## config.mk

```make
export PLATFORM = sky130hd
export DESIGN_NAME = td4_sequencer_flat
export DESIGN_NICKNAME = d
export VERILOG_FILES = /design/src/rtl/td4_sequencer_if.sv /design/src/rtl/td4_sequencer.sv /design/src/flat_wrapper.sv
export SDC_FILE = /design/constraint.sdc
export NUM_CORES = 1
export LEC_CHECK = 0
export BUFFER_PORTS_ARGS = -buffer_cell sky130_fd_sc_hd__buf_2
export CORE_ASPECT_RATIO = 1.1
export CORE_MARGIN = 10
export CORE_UTILIZATION = 25
export CTS_CLUSTER_DIAMETER = 50
export DETAILED_ROUTE_END_ITERATION = 16
export GPL_ROUTABILITY_DRIVEN = 0
export PLACE_DENSITY = 0.47
export REMOVE_ABC_BUFFERS = 1
export SLEW_MARGIN = 20
export SYNTH_ARGS = -nofsm -noshare
export SYNTH_HDL_FRONTEND = slang
export SYNTH_SLANG_ARGS = --single-unit
```

## constraint.sdc

```tcl
create_clock -name clk_i -period 3.1 [get_ports clk_i]
set_input_delay 0.465 -clock clk_i [delete_from_list [all_inputs] [get_ports clk_i]]
set_output_delay 0.465 -clock clk_i [all_outputs]
set_load 0.05 [all_outputs]
```

## src/rtl/td4_sequencer_if.sv

```systemverilog
// Bus between the TD4 sequencer and its ROM/datapath: run/step control,
// instruction fetch, carry feedback and the decoded datapath controls.
interface td4_sequencer_if;
    logic       run;
    logic       step;
    logic [7:0] rom_data;
    logic       carry_in;
    logic [3:0] rom_addr;
    logic [3:0] im;
    logic [1:0] sel;
    logic       load_a_n;
    logic       load_b_n;
    logic       load_out_n;
    logic       c_flag;
    logic [1:0] state;
    logic       retire;

    modport master (
        input  run, step, rom_data, carry_in,
        output rom_addr, im, sel, load_a_n, load_b_n, load_out_n, c_flag, state, retire
    );

    modport slave (
        output run, step, rom_data, carry_in,
        input  rom_addr, im, sel, load_a_n, load_b_n, load_out_n, c_flag, state, retire
    );
endinterface

```

## src/rtl/td4_sequencer.sv

```systemverilog
// TD4 control sequencer: IDLE/FETCH/EXEC FSM, program counter, instruction
// register and carry flag, with a combinational EXEC-only datapath decode.
module td4_sequencer (
    input  logic            clk_i,
    input  logic            clr_ni,
    td4_sequencer_if.master bus
);
    typedef enum logic [1:0] {
        IDLE  = 2'b00,
        FETCH = 2'b01,
        EXEC  = 2'b10
    } state_e;

    state_e     state_q, state_d;
    logic [3:0] pc_q, pc_d;
    logic [7:0] ir_q, ir_d;
    logic       c_flag_q, c_flag_d;
    logic       step_q;

    logic [3:0] opcode;
    logic       step_rise;
    logic       op_defined;
    logic       jump_taken;
    logic [1:0] sel;
    logic       load_a_n, load_b_n, load_out_n;

    assign opcode    = ir_q[7:4];
    assign step_rise = bus.step & ~step_q;

    always_ff @(posedge clk_i or negedge clr_ni) begin
        if (!clr_ni) begin
            state_q  <= IDLE;
            pc_q     <= 4'd0;
            ir_q     <= 8'd0;
            c_flag_q <= 1'b0;
            step_q   <= 1'b0;
        end else begin
            state_q  <= state_d;
            pc_q     <= pc_d;
            ir_q     <= ir_d;
            c_flag_q <= c_flag_d;
            step_q   <= bus.step;
        end
    end

    // A STEP edge only matters in IDLE; elsewhere it is simply dropped.
    always_comb begin
        state_d = state_q;
        case (state_q)
            IDLE:    if (bus.run || step_rise) state_d = FETCH;
            FETCH:   state_d = EXEC;
            EXEC:    state_d = bus.run ? FETCH : IDLE;
            default: state_d = IDLE;
        endcase
    end

    always_comb begin
        case (opcode)
            4'b1000, 4'b1010, 4'b1100, 4'b1101: op_defined = 1'b0;
            default:                            op_defined = 1'b1;
        endcase
    end

    // JNC looks at the flag as it stood before this instruction updates it.
    assign jump_taken = (opcode == 4'b1111) || ((opcode == 4'b1110) && !c_flag_q);

    always_comb begin
        ir_d     = ir_q;
        pc_d     = pc_q;
        c_flag_d = c_flag_q;
        if (state_q == FETCH) begin
            ir_d = bus.rom_data;
        end
        if (state_q == EXEC) begin
            pc_d = jump_taken ? ir_q[3:0] : pc_q + 4'd1;
            if (op_defined) begin
                c_flag_d = bus.carry_in;
            end
        end
    end

    always_comb begin
        sel        = 2'b11;
        load_a_n   = 1'b1;
        load_b_n   = 1'b1;
        load_out_n = 1'b1;
        if (state_q == EXEC) begin
            case (opcode)
                4'b0000: begin sel = 2'b00; load_a_n   = 1'b0; end
                4'b0101: begin sel = 2'b01; load_b_n   = 1'b0; end
                4'b0011: begin sel = 2'b11; load_a_n   = 1'b0; end
                4'b0111: begin sel = 2'b11; load_b_n   = 1'b0; end
                4'b0001: begin sel = 2'b01; load_a_n   = 1'b0; end
                4'b0100: begin sel = 2'b00; load_b_n   = 1'b0; end
                4'b0010: begin sel = 2'b10; load_a_n   = 1'b0; end
                4'b0110: begin sel = 2'b10; load_b_n   = 1'b0; end
                4'b1001: begin sel = 2'b01; load_out_n = 1'b0; end
                4'b1011: begin sel = 2'b11; load_out_n = 1'b0; end
                default: sel = 2'b11;
            endcase
        end
    end

    assign bus.rom_addr   = pc_q;
    assign bus.im         = ir_q[3:0];
    assign bus.sel        = sel;
    assign bus.load_a_n   = load_a_n;
    assign bus.load_b_n   = load_b_n;
    assign bus.load_out_n = load_out_n;
    assign bus.c_flag     = c_flag_q;
    assign bus.state      = state_q;
    assign bus.retire     = (state_q == EXEC);
endmodule

```

## src/flat_wrapper.sv

```systemverilog
// flat-port wrapper written by rule: the top's interface ports become plain ports
module td4_sequencer_flat 
  (clk_i, clr_ni, bus_run, bus_step, bus_rom_data, bus_carry_in, bus_rom_addr, bus_im, bus_sel, bus_load_a_n, bus_load_b_n, bus_load_out_n, bus_c_flag, bus_state, bus_retire);
  td4_sequencer_if bus_i ();
  input  logic clk_i;
  input  logic clr_ni;
  input wire logic [$bits(bus_i.run)-1:0] bus_run;
  input wire logic [$bits(bus_i.step)-1:0] bus_step;
  input wire logic [$bits(bus_i.rom_data)-1:0] bus_rom_data;
  input wire logic [$bits(bus_i.carry_in)-1:0] bus_carry_in;
  output wire logic [$bits(bus_i.rom_addr)-1:0] bus_rom_addr;
  output wire logic [$bits(bus_i.im)-1:0] bus_im;
  output wire logic [$bits(bus_i.sel)-1:0] bus_sel;
  output wire logic [$bits(bus_i.load_a_n)-1:0] bus_load_a_n;
  output wire logic [$bits(bus_i.load_b_n)-1:0] bus_load_b_n;
  output wire logic [$bits(bus_i.load_out_n)-1:0] bus_load_out_n;
  output wire logic [$bits(bus_i.c_flag)-1:0] bus_c_flag;
  output wire logic [$bits(bus_i.state)-1:0] bus_state;
  output wire logic [$bits(bus_i.retire)-1:0] bus_retire;
  assign bus_i.run = bus_run;
  assign bus_i.step = bus_step;
  assign bus_i.rom_data = bus_rom_data;
  assign bus_i.carry_in = bus_carry_in;
  assign bus_rom_addr = bus_i.rom_addr;
  assign bus_im = bus_i.im;
  assign bus_sel = bus_i.sel;
  assign bus_load_a_n = bus_i.load_a_n;
  assign bus_load_b_n = bus_i.load_b_n;
  assign bus_load_out_n = bus_i.load_out_n;
  assign bus_c_flag = bus_i.c_flag;
  assign bus_state = bus_i.state;
  assign bus_retire = bus_i.retire;
  td4_sequencer u_core (.clk_i(clk_i), .clr_ni(clr_ni), .bus(bus_i));
endmodule
```

Word level (Yosys, flattened, before mapping)
Index checks and enable logic that the tools add are counted.
Widths: inputs -> output; s select.
{"block": "word_totals", "register_bits": 16, "out_inout_bits": 17}
{"block": "classes", "n_mux": 12, "n_eq_ne": 18, "n_reduce_logical": 14, "add_sub_neg": 1, "bitwise_logic": 3}
{"cell": "$eq 4x4->1 const B", "n": 8}
{"cell": "$eq 4x3->1 const B", "n": 4}
{"cell": "$pmux 2 s3", "n": 2}
{"cell": "$reduce_or 4->1", "n": 3}
{"cell": "$eq 4x2->1 const B", "n": 2}
{"cell": "$mux 1", "n": 7}
{"cell": "$reduce_or 2->1", "n": 3}
{"cell": "$add 4x1->4 const B", "n": 1}
{"cell": "$eq 4x1->1 const B", "n": 1}
{"cell": "$logic_not 4->1", "n": 1}
{"cell": "$mux 2", "n": 2}
{"cell": "$mux 4", "n": 1}
{"cell": "$reduce_or 3->1", "n": 1}
{"cell": "$eq 2x1->1 const B", "n": 1}
{"cell": "$eq 2x2->1 const B", "n": 1}
{"cell": "$logic_not 2->1", "n": 1}
{"cell": "$logic_or 1x1->1", "n": 2}
{"cell": "$ne 2x1->1 const B", "n": 1}
{"cell": "$not 1->1", "n": 2}
{"cell": "$reduce_and 2->1", "n": 1}
{"cell": "$and 1x1->1", "n": 1}
{"cell": "$logic_and 1x1->1", "n": 1}
{"cell": "$logic_not 1->1", "n": 1}

Depth between registers and ports, before layout
Gate-level depths: netlist of run 1.
{"block": "logic_depth", "depth_word": 5, "depth_mapped": 5}

Least setup slack after synthesis of run 1
Ideal clock, no wire load.
{"block": "synth_path", "path_kind": "register to output", "start": "reg u_core.state_q[0] (netlist: u_core.bus.state[0])", "end": "out bus_load_a_n", "setup_slack_ps": 1096, "path_stages_with_launch": 4, "n_path_buf": 1, "t_arrival_ps": 1539, "cell_sequence": "dfrtp_1 > nand2b_1 > buf_4 > or3_1"}
{"block": "synth_between", "elab_chain_cells": 2}
{"item": "start, declared", "line_no": "td4_sequencer.sv:14", "source": "state_e state_q, state_d;"}
{"item": "start signal, assigned", "line_no": "td4_sequencer.sv:38", "source": "state_q <= state_d;"}
{"item": "$eq 2x2->1", "line_no": "td4_sequencer.sv:87", "source": "if (state_q == EXEC) begin"}
{"item": "$mux 1", "line_no": "td4_sequencer.sv:87"}
{"item": "end, declared", "line_no": "flat_wrapper.sv:14", "source": "output wire logic [$bits(bus_i.load_a_n)-1:0] bus_load_a_n;"}
No other way between the ends.

Final worst setup path of run 1
Ends and elaborated chain as after synthesis.

==> results of run 1 <==
-- cells by family after synthesis --
family	share of synthesized area, %
AO/OA/AOI/OAI	11.3
adder cells (fa/ha/maj)	1.55
buffers and inverters	7.60
flip-flops	49.6
multiplexers	12.6
AND/OR/NAND/NOR	17.4
-- final cells by class --
cell class	instances	area (µm²)
Fill cell	309	2110
Sequential cell	16	400
Multi-Input combinational cell	48	345
Timing Repair Buffer	29	145
Tap cell	34	42.5
Clock buffer	3	22.5
Inverter	2	7.51
-- power groups by stage --
stage                     registers [W]  clock network [W]  logic [W]
after global routing           0.000354           0.000125   0.000468
after detailed placement       0.000347                  0   0.000430
after global placement         0.000343                  0   0.000431
after CTS                      0.000342           0.000110   0.000432
final                          0.000341           0.000103   0.000425
after floorplan                0.000494                  0   0.000167
-- critical path: stages (launching register included) --
cell and delay [ps]:
dfrtp_1 430, nand2b_1 330, or3_1 380, buf_2 220
-- cell usage in the layout (no fill, tap or decap), drive strengths merged, types with 2 or more instances in the layout --
| master | netlist | routed |
|---|---|---|
| nand2b | 3 | 3 |
| clkbuf | 0 | 3 |
| nand2 | 4 | 4 |
| nand3 | 4 | 4 |
| or3 | 2 | 2 |
| o21ai | 2 | 2 |
| inv | 2 | 2 |
| dfrtp | 16 | 16 |
| a21oi | 2 | 2 |
| buf | 7 | 29 |
| nor2b | 3 | 3 |
| nor2 | 5 | 5 |
| a31oi | 3 | 3 |
| mux2 | 9 | 9 |
-- through the flow --
stage | total power (W) | util [%] | area, µm² | setup WS [ps]
3_5_place_dp | 0.000777 | 30.6 | 941 | 1320
6_report | 0.000869 | 31.3 | 963 | 1010
4_1_cts | 0.000884 | 31.3 | 963 | 990
5_1_grt | 0.000947 | 31.3 | 963 | 873
2_1_floorplan | 0.000662 | - | 753 | 1100
3_3_place_gp | 0.000774 | 30.6 | 941 | 1350
-- worst paths after layout --
| check | start | to | slack [ps] | cells after the start |
|---|---|---|---|---|
| max | u_core.bus.state[0] | bus_load_a_n | 1010 | 3 |
| min | clr_ni | u_core.bus.rom_addr[2] | 90 | 1 |
| max reg2reg | u_core.bus.state[0] | u_core.ir_q[2] | 1480 | 2 |
| min reg2reg | u_core.bus.state[0] | u_core.bus.state[0] | 520 | 1 |
| max in group asynchronous | clr_ni | u_core.bus.rom_addr[1] | 2750 | 1 |
| min in group clk_i | bus_step | u_core.step_q | 300 | 1 |
-- metal layers --
layer,track usage (%),up-vias,part of all wire [%]
met1,9.05,282,47
met2,10.2,20,46
met4,4.66,0,2.2
li1,-,311,-
met5,0,-,0
met3,2.61,4,4.6
-- flip-flops by register name, indices dropped and copies added (netlist names) --
| register | cells |
|---|---|
| u_core.bus.c_flag | 1 |
| u_core.bus.rom_addr | 4 |
| u_core.bus.state | 2 |
| u_core.ir_q | 8 |
| u_core.step_q | 1 |
==> impl_metrics.ini, run 1 <==
[die]
die_area_um2 = 5900
die_h_um = 79.6
core_um2 = 3070
rows = 21
start_util_pct = 26.3
io_pins = 30
die_w_um = 74.2

[place]
dp_hpwl_um = 1510
placedCellCount = 129
portBuffers = 29

[route]
wl_per_cell_um = 14.6
route.detailed.drc = 0
drt_iter0_drc = 16
dr.pass1.iters = 4
drtAntennaViolNets = 0
viasPerCell = 4.67
drt-total-wl_um = 1930
vias = 617

[sta]
skew_ps = 4.14
relSlewSlack_pct = 45.7
whs_ps = 88.8
clock.fmax_ghz = 0.478
fin_crit_sh_pct = 67.5
tns_ps = 0
finalSetupViolations = 0
finalHoldViolations = 0
worst_pin_slew_ps = 813
finalMaxSlewViolations = 0
min_period_ps = 2090
rsz0062_at_grt = no

[clock_network]
clkTransAtPathRegs_ps = 90
max-clock-path-buffers = 2
h-tree-depth = 1
cts_root_buf = clkbuf_4
post-cts-setup-buffers = 0
numCtsBuffers = 3
cts_tree = yes
cts_sinks = 16
cts_hold_buf = 0
ctsResizeCount = 0
clock_latency_ps = 280

[worst_setup_path]
end_kind = output port
path_class = flop to output port
crit_path_max_fanout = 12
critPathLaunchType = flop
cp.required_ps = 2630
critPathArrivalTime_ps = 1630

[global_route]
antenna_found_initial = 0
overflow = 0
grt_max_degree = 17
grt_pass1_vias = 698
grt_pass1_wl_um = 3330
grt_usage_pct = 7.27

[power]
seqPwrFrac_pct = 39.2
cellPowerDensity_nw_per_um2 = 902
p_comb_share_pct = 48.9
power.leakage_nw = 0.429
clockPowerShare_pct = 11.9
power.internal_w = 0.000444
swShare_pct = 48.9
max-vdd-ir-drop_uv = 412
p_switching_w = 0.000425

[final_layout]
design.final.nets = 114
syn_to_final_growth_pct = 19.4
stdcell_count = 132
drive_gt1_share_pct = 43.9
num_antenna_cells = 0

[yosys]
yosysTopAreaCell = dfrtp_1
ys.warnings.count = 0
synth_area_um2 = 807
synthCells = 73
yosys-top-cells-count = dfrtp_1 (16), mux2_2 (9), buf_4 (5), nor2_1 (5)
ys.flop_type = dfrtp_1
synthArstFlopShare_pct = 100
yosysSeqAreaShare_pct = 49.6
synth_area_leaders = dfrtp_1 (50%), mux2_2 (13%), buf_4 (4.7%)
synth_top_area_share_pct = 49.6
avgSynthCellArea_um2 = 11.1
yosysMostFrequentCell = dfrtp_1
synth_edf_count = 0
ys_ff_latch = 16
synth_cell_types = 26

[worst_hold_path]
hp-class = input pin to async pin

[run_status]
status = finished, final reports clean

[run]
cap_violations = 0
(Power assumes the default switching activity.)
==> run 2, diff against run 1 <==
PLACE_DENSITY = 0.49   (was 0.47)
clock period = 1.72 ns   (was 3.1 ns; I/O delays follow)
==> run 2 against run 1 <==
Effect of this change: sequential share of layout area shrank 2.8 points; final area is 7.7% higher; non-clock buffer count increased by 5; die area unchanged; global-route usage shrank 0.16 points; sequential cell count stayed put; cell count rose by 4.5%; first-iteration DRC count down 38%.
==> impl_metrics.ini, run 2 (synthesis results as in run 1) <==
[clock_network]
numCtsBuffers = 3
cts_tree = yes
cts_root_buf = clkbuf_4
clkTransAtPathRegs_ps = 90
max-clock-path-buffers = 2
clock_latency_ps = 280
h-tree-depth = 1
cts_sinks = 16

[die]
core_um2 = 3070
die_w_um = 74.2
rows = 21
start_util_pct = 26.3
die_h_um = 79.6
die_area_um2 = 5900
io_pins = 30

[worst_setup_path]
crit_buf_inv = 1
cp.required_ps = 1460
end_kind = output port
crit_path_max_fanout = 12
slowest_stage = dfrtp_1
crit_chain = nand2b_4 > or3_1 > buf_4
max_stage_delay_ps = 390
reg2regPathDepth = 5
critPathArrivalTime_ps = 1370
path_class = flop to output port
cp.depth = 3
crit_family = simple AND/OR/NAND/NOR gates
critPathLaunchType = flop

[power]
power_w = 0.00167
seqPwrFrac_pct = 36.3
clockPowerShare_pct = 14.7
swShare_pct = 47.2
cellPowerDensity_nw_per_um2 = 1610
p_comb_share_pct = 49.0
power.leakage_nw = 0.470
max-vdd-ir-drop_uv = 683
power.internal_w = 0.000882
p_switching_w = 0.000787

[route]
vias = 652
dr.pass1.iters = 4
viasPerCell = 4.72
drt_iter0_drc = 10
drtAntennaViolNets = 0
drt-total-wl_um = 1940
route.detailed.drc = 0
wl_per_cell_um = 14.1

[worst_hold_path]
hp-class = input pin to flop
worstHoldPathCells = 1

[sta]
fin_crit_sh_pct = 94.8
skew_ps = 5.05
finalSetupViolations = 0
clock.fmax_ghz = 0.613
tns_ps = 0
rsz0062_at_grt = no
min_period_ps = 1630
finalMaxSlewViolations = 0
relSlewSlack_pct = 75.5
finalHoldViolations = 0
worst_pin_slew_ps = 367
whs_ps = 94.1

[final_layout]
regMostFlops = u_core.ir_q
final_area_um2 = 1040
drive_gt1_share_pct = 48.1
syn_to_final_growth_pct = 28.5
final_common_cell = buf_2
design.final.nets = 119
largest_register_ffs = 8
fillers = 318
layout_common_cells = buf_2 (26), dfrtp_1 (15), mux2_2 (9)
num_antenna_cells = 0
multi_input_area_um2 = 353
regArea_um2 = 402

[global_route]
grt_max_degree = 17
grt_usage_pct = 7.11
grt_pass1_vias = 689
overflow = 0
antenna_found_initial = 0
grt_pass1_wl_um = 3350

[place]
dpl_cell_area_um2 = 956
portBuffers = 29
dp_hpwl_um = 1530

[run]
cap_violations = 0

[run_status]
status = finished, final reports clean
## run 2: cell count changes in the layout (fill, tap and decap cells not counted), sizes merged
cell	previous run	this run
buf	29	33
dlygate4sd3	0	1
clkbuf	3	4
## run 2: cell type report
cell class,count,share of cell area (%)
clock buffers,4,3.50
multi-input cells,48,34.0
inverters,2,0.724
flip-flops and latches,16,38.7
well taps,34,4.10
repair buffers,34,18.9
## run 2: final timing paths
kind,end,start,slack [ps]
worst max-delay path,bus_load_a_n,u_core.bus.state[0],90
worst min-delay path,u_core.step_q,bus_step,90
worst max register to register,u_core.bus.rom_addr[3],u_core.ir_q[6],350
worst min register to register,u_core.ir_q[3],u_core.ir_q[3],540
max in group asynchronous,u_core.bus.state[1],clr_ni,1020
min in group asynchronous,u_core.bus.rom_addr[0],clr_ni,410
## run 2: worst register-to-register path, delay by kind of cell (launching register included)
kind                   cells  cell delay, ps
buffers and inverters      2             280
DFF                        1             390
AOI/OAI and AO/OA          1             400
and+or+nand+nor            2             240
## run 2: what timing repair did
action | 4_1_cts | 5_1_grt
resized for setup | 2 | 8
pin swaps | 0 | 0
endpoints found under the setup margin | 5 | 3
hold buffers | 1 | 0
setup buffers | 2 | 0
endpoints found under the hold margin | 16 | 0
## run 2: metal layers
layer / global-route usage [%] / share of wire [%] / up-vias
met5: 0 / 0 / -
met4: 2.80 / 0.72 / 0
met3: 2.49 / 4.6 / 2
met2: 11.1 / 51 / 13
met1: 8.66 / 44 / 313
li1: - / - / 324
## run 2: power by group through the flow
stage	Combinational, W	Sequential (W)	Clock (W)
finish	0.000818	0.000605	0.000246
global route	0.000880	0.000630	0.000287
CTS	0.000821	0.000608	0.000259
detailed placement	0.000787	0.000622	0
global placement	0.000785	0.000617	0
floorplan	0.000302	0.000891	0
## run 2: metrics by stage
step | instances | util, % | worst slack, ps
global route | 138 | 33.7 | 2.72
detailed placement | 131 | 31.1 | 203
global placement | 131 | 31.1 | 231
finish | 138 | 33.7 | 89.1
CTS | 138 | 33.3 | 40.1
floorplan | 66 | - | -76.6
==> run 3, diff against run 2 <==
BUFFER_PORTS_ARGS = unset   (was -buffer_cell sky130_fd_sc_hd__buf_2)
DONT_BUFFER_PORTS = 1   (was unset)
PLACE_DENSITY = 0.41   (was 0.49)
==> run 3 against run 2 <==
Effect of this change: final area decreased by 5.4%; cell count decreased by 15%; count of clock-buffer cells in the layout decreased by 1; non-clock buffer count decreased by 20; via count decreased by 8.9%; utilization decreased by 1.8 points.
==> impl_metrics.ini, run 3 (synthesis results as in run 1) <==
[die]
die_w_um = 74.2
rows = 21
die_h_um = 79.6
io_pins = 30
die_area_um2 = 5900
core_um2 = 3070
start_util_pct = 26.3

[clock_network]
cts_sinks = 16
h-tree-depth = 1
max-clock-path-buffers = 2
clkTransAtPathRegs_ps = 90
cts_tree = yes
clock_latency_ps = 280
numCtsBuffers = 3
cts_root_buf = clkbuf_4

[final_layout]
regMostFlops = u_core.ir_q
fillers = 328
drive_gt1_share_pct = 32.5
syn_to_final_growth_pct = 21.6
design.final.nets = 99
largest_register_ffs = 8
layout_common_cells = dfrtp_1 (16), mux2_2 (9), buf_4 (9)
final_area_um2 = 981
final_common_cell = dfrtp_1
num_antenna_cells = 0

[sta]
finalHoldViolations = 0
tns_ps = 0
relSlewSlack_pct = 49.7
whs_ps = 122
rsz0062_at_grt = no
skew_ps = 0.561
min_period_ps = 1650
finalSetupViolations = 0
setup_ws_ps = 73.5
worst_pin_slew_ps = 752
finalMaxSlewViolations = 0
fin_crit_sh_pct = 95.7
clock.fmax_ghz = 0.607

[route]
drt-total-wl_um = 1960
route.detailed.drc = 0
wl_per_cell_um = 16.8
drt_iter0_drc = 9
vias = 594
viasPerCell = 5.08
drtAntennaViolNets = 0
dr.pass1.iters = 4

[global_route]
overflow = 0
grt_usage_pct = 6.82
grt_max_degree = 17
antenna_found_initial = 0
grt_pass1_vias = 628
grt_pass1_wl_um = 3170

[worst_setup_path]
critPathArrivalTime_ps = 1390
end_kind = output port
cp.required_ps = 1460
path_class = flop to output port
r2r_setup_slack_ps = 310
critPathLaunchType = flop
startpoint = u_core.ir_q[6]
crit_path_end = bus_sel[1]
worstReg2RegEnd = u_core.ir_q[6]
reg2regPathDepth = 4
crit_path_max_fanout = 7
r2r_start = u_core.bus.state[1]

[place]
dpl_cell_area_um2 = 923
dp_hpwl_um = 1550
portBuffers = 0
dp_worst_setup_slack_ps = 237

[worst_hold_path]
hp-class = input pin to flop
worstHoldPathCells = 1

[power]
cellPowerDensity_nw_per_um2 = 1640
power_w = 0.00161
power.leakage_nw = 0.409
max-vdd-ir-drop_uv = 798

[run_status]
status = finished, final reports clean

[run]
cap_violations = 0
[run 3: what timing repair did]
action                                  4_1_cts  5_1_grt
gates resized for setup                       2        1
buffers inserted                              0        0
endpoints found under the hold margin        17        0
hold buffers                                  2        0
endpoints found under the setup margin        3        1
[run 3: power breakdown]
part           internal (W)  total, W  switching (W)
Sequential         0.000484  0.000746       0.000262
Combinational      0.000259  0.000665       0.000407
Clock             0.0000811  0.000194       0.000113
Total              0.000824   0.00161       0.000782
[run 3: critical path, cell delays in order (launching register included)]
cell,delay (ps)
dfrtp_1,460
nand2b_1,220
a211o_4,430
[run 3: metrics by stage]
stage,util [%],std cells
finish,31.9,117
global route,31.9,117
CTS,31.7,117
detailed placement,30.0,112
global placement,30.0,112
floorplan,-,66
[run 3: layout make-up]
cell class / count / area [µm²] / area share (%)
Clock buffer: 3 / 22.5 / 2.30
Sequential cell: 16 / 400 / 40.8
Multi-Input combinational cell: 48 / 360 / 36.7
Inverter: 2 / 7.51 / 0.765
Timing Repair Buffer: 14 / 148 / 15.1
Tap cell: 34 / 42.5 / 4.34
[run 3: per-layer routing]
metal	track usage (%)	vias up	routed length, µm	share of wire [%]
met5	0	-	0	0
met4	3.36	0	20	1.0
met3	3.73	2	201	10
met2	10.2	24	965	49
met1	7.59	286	776	40
li1	-	282	-	-
[run 3: how the worst min path moves through the flow]
stage,end,start
floorplan,u_core.bus.c_flag,clr_ni
global placement,u_core.ir_q[5],clr_ni
CTS,u_core.ir_q[2],bus_rom_data[2]
global route,u_core.ir_q[7],bus_rom_data[7]
detailed placement,u_core.ir_q[5],clr_ni
finish,u_core.ir_q[2],bus_rom_data[2]
